**config.mk**
```make
export PLATFORM = sky130hd
export DESIGN_NAME = parallel_xor_arb
export DESIGN_NICKNAME = d
export VERILOG_FILES = /design/src/rtl/parallel_xor_arb.sv
export SDC_FILE = /design/constraint.sdc
export NUM_CORES = 1
export LEC_CHECK = 0
export ABC_AREA = 1
export CORE_MARGIN = 3
export CORE_UTILIZATION = 35
export DETAILED_ROUTE_END_ITERATION = 6
export PLACE_DENSITY_LB_ADDON = 0.25
export RECOVER_POWER = 25
export SETUP_SLACK_MARGIN = 0.2
export SLEW_MARGIN = 25
export SYNTH_ARGS = -nofsm -noshare
export SYNTH_HDL_FRONTEND = slang
export SYNTH_SLANG_ARGS = --single-unit
export TNS_END_PERCENT = 30
```
**constraint.sdc**
```tcl
create_clock -name clk -period 1.3 [get_ports clk]
set_input_delay 0.13 -clock clk [delete_from_list [all_inputs] [get_ports clk]]
set_output_delay 0.13 -clock clk [all_outputs]
set_load 0.02 [all_outputs]
```
**src/rtl/parallel_xor_arb.sv**
```systemverilog
// Two-requester round-robin arbiter feeding one shared XOR datapath into a
// single-entry result register. Define PARALLEL_XOR_ARB_LOCK_EN to add lock inputs.

module parallel_gate_xor #(
  parameter int unsigned S = 3,
  localparam int unsigned W = 2 ** S
) (
  input  logic [W-1:0] a,
  input  logic [W-1:0] b,
  output logic [W-1:0] y
);

  for (genvar i = 0; i < int'(W); i++) begin : g_bit
    assign y[i] = a[i] ^ b[i];
  end

endmodule

module parallel_xor_arb #(
  parameter int unsigned S = 3,
  localparam int unsigned W = 2 ** S
) (
  input  logic         clk,
  input  logic         rst,
`ifdef PARALLEL_XOR_ARB_LOCK_EN
  input  logic         req0_lock,
  input  logic         req1_lock,
`endif
  input  logic         req0_valid,
  output logic         req0_ready,
  input  logic [W-1:0] req0_a,
  input  logic [W-1:0] req0_b,
  input  logic         req1_valid,
  output logic         req1_ready,
  input  logic [W-1:0] req1_a,
  input  logic [W-1:0] req1_b,
  output logic         out_valid,
  input  logic         out_ready,
  output logic [W-1:0] out_data,
  output logic         out_id
);

  logic         ptr, ptr_nxt;
  logic         locked, locked_nxt;
  logic         lock_id, lock_id_nxt;
  logic         valid_nxt;
  logic [W-1:0] data_nxt;
  logic         id_nxt;

  logic         slot_free;
  logic         gnt0, gnt1;
  logic         xfer;
  logic         gid;
  logic         lock_req;
  logic [W-1:0] op_a, op_b, xor_y;

  assign slot_free = !out_valid || out_ready;

  // Grant: lock owner first, then the pointer on contention, else the lone requester.
  always_comb begin
    gnt0 = 1'b0;
    gnt1 = 1'b0;
    if (!rst && slot_free) begin
      if (locked) begin
        gnt0 = !lock_id && req0_valid;
        gnt1 = lock_id && req1_valid;
      end else if (req0_valid && req1_valid) begin
        gnt0 = !ptr;
        gnt1 = ptr;
      end else begin
        gnt0 = req0_valid;
        gnt1 = req1_valid;
      end
    end
  end

  assign req0_ready = gnt0;
  assign req1_ready = gnt1;
  assign xfer       = gnt0 || gnt1;
  assign gid        = gnt1;

  // Operands are muxed ahead of the single XOR instance.
  assign op_a = gid ? req1_a : req0_a;
  assign op_b = gid ? req1_b : req0_b;

  parallel_gate_xor #(.S(S)) u_xor (
    .a (op_a),
    .b (op_b),
    .y (xor_y)
  );

`ifdef PARALLEL_XOR_ARB_LOCK_EN
  assign lock_req = gid ? req1_lock : req0_lock;
`else
  assign lock_req = 1'b0;
`endif

  // Next-state for the result slot, pointer and lock.
  always_comb begin
    ptr_nxt     = ptr;
    locked_nxt  = locked;
    lock_id_nxt = lock_id;
    valid_nxt   = out_valid;
    data_nxt    = out_data;
    id_nxt      = out_id;
    if (xfer) begin
      valid_nxt = 1'b1;
      data_nxt  = xor_y;
      id_nxt    = gid;
      if (lock_req) begin
        locked_nxt  = 1'b1;
        lock_id_nxt = gid;
      end else begin
        locked_nxt = 1'b0;
        ptr_nxt    = !gid;
      end
    end else if (out_ready) begin
      valid_nxt = 1'b0;
    end
  end

  always_ff @(posedge clk) begin
    if (rst) begin
      ptr       <= 1'b0;
      locked    <= 1'b0;
      lock_id   <= 1'b0;
      out_valid <= 1'b0;
      out_data  <= '0;
      out_id    <= 1'b0;
    end else begin
      ptr       <= ptr_nxt;
      locked    <= locked_nxt;
      lock_id   <= lock_id_nxt;
      out_valid <= valid_nxt;
      out_data  <= data_nxt;
      out_id    <= id_nxt;
    end
  end

endmodule

```
==> metrics.txt <==
Post-DP Area=0.00132 mm^2; area delta synth->final=87.2%; slew margin rel.=0.824; starting density of the core=0.376; GPL Wtd Cong=0.768; slowest CP cell=dfxtp_4; WL final=2190 um; synth top area cells=dfxtp_1, nand2_1, nand3_1; die height=52.4 um; DR WL/cell=10.6 um; drt pass-1 iters=4; max layer used=met3; max-slew violation count=0; Netlist Area Pre-Place=752 um^2; All-Layer GR Usage=0.145; clk buf depth=2; final worst setup slack=0.101 ns; vias in the first global route=794; Worst Hold Class=input pin to flip-flop; diodes inserted=0; post-synth top area cell=dfxtp_1; worst-case clock skew=0.000484 ns; Core ar.=0.00200 mm^2; CP cell instances=a21oi_4 -> nand2_4 -> inv_2 -> buf_6; crit path DAT=1.07 ns; initial antenna violation count=0; Die Wd=52.4 um; vias per inst=4.47; fillers=170; clock root cell=clkbuf_4; Cell Rows=16; Vias=926; multi-input logic area=487 um^2; met3 WL=145 um; clock tree from TritonCTS=yes; placed cells=199; CTS Buf Count=3; syn nets=155; DRC Markers=0; status=completed; final net count=218; dpl ws=-0.391 ns; Finished Layout Cells=207; Clock Latency Late Sink=0.25 ns; worst slew pin tran=0.263 ns; CP Capture Type=output port; commonest cells after routing, fill and taps aside=nand2_1, clkdlybuf4s50_1, inv_1, nand3_1, dlygate4sd2_1; RSZ-0062 raised after global routing=yes; CP required=1.17 ns; kind of critical path=flip-flop to output port; Max Cap Violations=0; DIE AREA=0.00274 mm^2; H-tree depth=1; Final ANT Viol Nets=0; Lkg Pwr=0.697 nW; largest net degree at the start of global routing=12; post-synthesis sequential area ratio=0.293; fin area=0.00141 mm^2; first-pass GRT wire length=3050 um; top cell type's share of synthesized area=0.293; most common cell after layout, fill and taps aside=nand2_1; Syn Area/Cell=6.37 um^2; Max stage delay on crit path=0.37 ns; post-synthesis cell count=118; Max Fclk=834 MHz; global route total overflow=0; Final Hold Viols=0; Worst setup SP type=flip-flop; Yosys reg bits=11; Worst VDD drop=454 uV; total power=1.02 mW; Setup violations, final=0; Pwr Density=727 mW/mm^2; CTS Hold Buffers Added=0; post-synth cell types=15; register area=225 um^2; Crit Path Max Fanout=3; M1 wire length=914 um; CTS Sinks=11; total I/O pin count=49; layout cell share with drive strength beyond 1=0.200; number of port buffers=48; Iter 0 DRT Violations=12; min cycle time layout=1.20 ns; HPWL Detailed=1660 um; clock slew at reported path FFs=0.06 ns; WL met2=1130 um; synth warn=0; fin crit share=0.922
## power by group
| group | internal [mW] | switching (mW) | total [mW] |
|---|---|---|---|
| clock | 0.118 | 0.0979 | 0.216 |
| sequential | 0.366 | 0.0169 | 0.383 |
| combinational | 0.222 | 0.203 | 0.425 |
## sequential cells by signal, summed over array words and instances (netlist names)
name       count
out_data       8
out_id         1
out_valid      1
ptr            1
## layer usage
layer / GRT usage / vias up
met5: 0 / -
met4: 0.0383 / 0
met3: 0.0313 / 0
met2: 0.279 / 30
met1: 0.155 / 402
li1: - / 494
## cells in the mapped netlist
cell / n
inv_4: 1
xnor2_1: 8
dfxtp_1: 11
clkbuf_1: 1
a211oi_1: 1
nand3_2: 1
inv_1: 19
a21oi_4: 2
a21oi_2: 2
a21oi_1: 9
nand3_1: 17
nand2_4: 1
nand2_2: 1
inv_2: 2
nand2_1: 42
## per-stage QoR
| stage | util | setup TNS [ns] | hold WS, ns |
|---|---|---|---|
| 2_1_floorplan | - | 0 | 0.208 |
| 3_3_place_gp | 0.658 | -2.32 | 0.453 |
| 3_5_place_dp | 0.658 | -2.69 | 0.455 |
| 4_1_cts | 0.676 | 0 | 0.411 |
| 5_1_grt | 0.703 | 0 | 0.425 |
| 6_report | 0.703 | 0 | 0.423 |
## layout make-up
class / instances / share of cell area
clock buffers: 4 / 0.0187
repair buffers: 57 / 0.383
well taps: 27 / 0.0240
repair inverters: 1 / 0.00622
inverters: 22 / 0.0622
multi-input cells: 85 / 0.346
flip-flops and latches: 11 / 0.160
## final timing paths
| kind | from | cells past startpoint | slack [ns] | to |
|---|---|---|---|---|
| hold / removal | out_ready | 5 | 0.42 | out_valid$_SDFFE_PP0P_ |
| hold reg to reg | out_data[4]$_SDFFE_PP0P_ | 2 | 0.46 | out_data[4]$_SDFFE_PP0P_ |
| setup / recovery | out_valid$_SDFFE_PP0P_ | 4 | 0.10 | req1_ready |
| setup reg to reg | out_valid$_SDFFE_PP0P_ | 6 | 0.10 | out_data[0]$_SDFFE_PP0P_ |
## cell families (layout without fill, tap and decap cells)
family                    Yosys count  in the layout  synth area share
xor gates and xnor gates            8              8            0.0932
AOI/OAI and AO/OA                  14             14             0.136
and+or+nand+nor                    62             63             0.359
DFF                                11             11             0.293
buffers and inverters              23             84             0.118
## critical path, delay by kind of cell, from the launching register on
family / cells / cell delay (ns)
AND/OR/NAND/NOR: 1 / 0.07
AO/OA/AOI/OAI: 1 / 0.20
flip-flops: 1 / 0.37
buffers and inverters: 2 / 0.18
## what timing repair did
action,CTS,global route
gates resized for setup,32,12
setup buffers,0,2
pin swaps,2,3
cloned,0,2
hold endpoints to repair,0,0
endpoints found under the setup margin,22,14
Note: power is estimated with default switching activity, not from simulation.
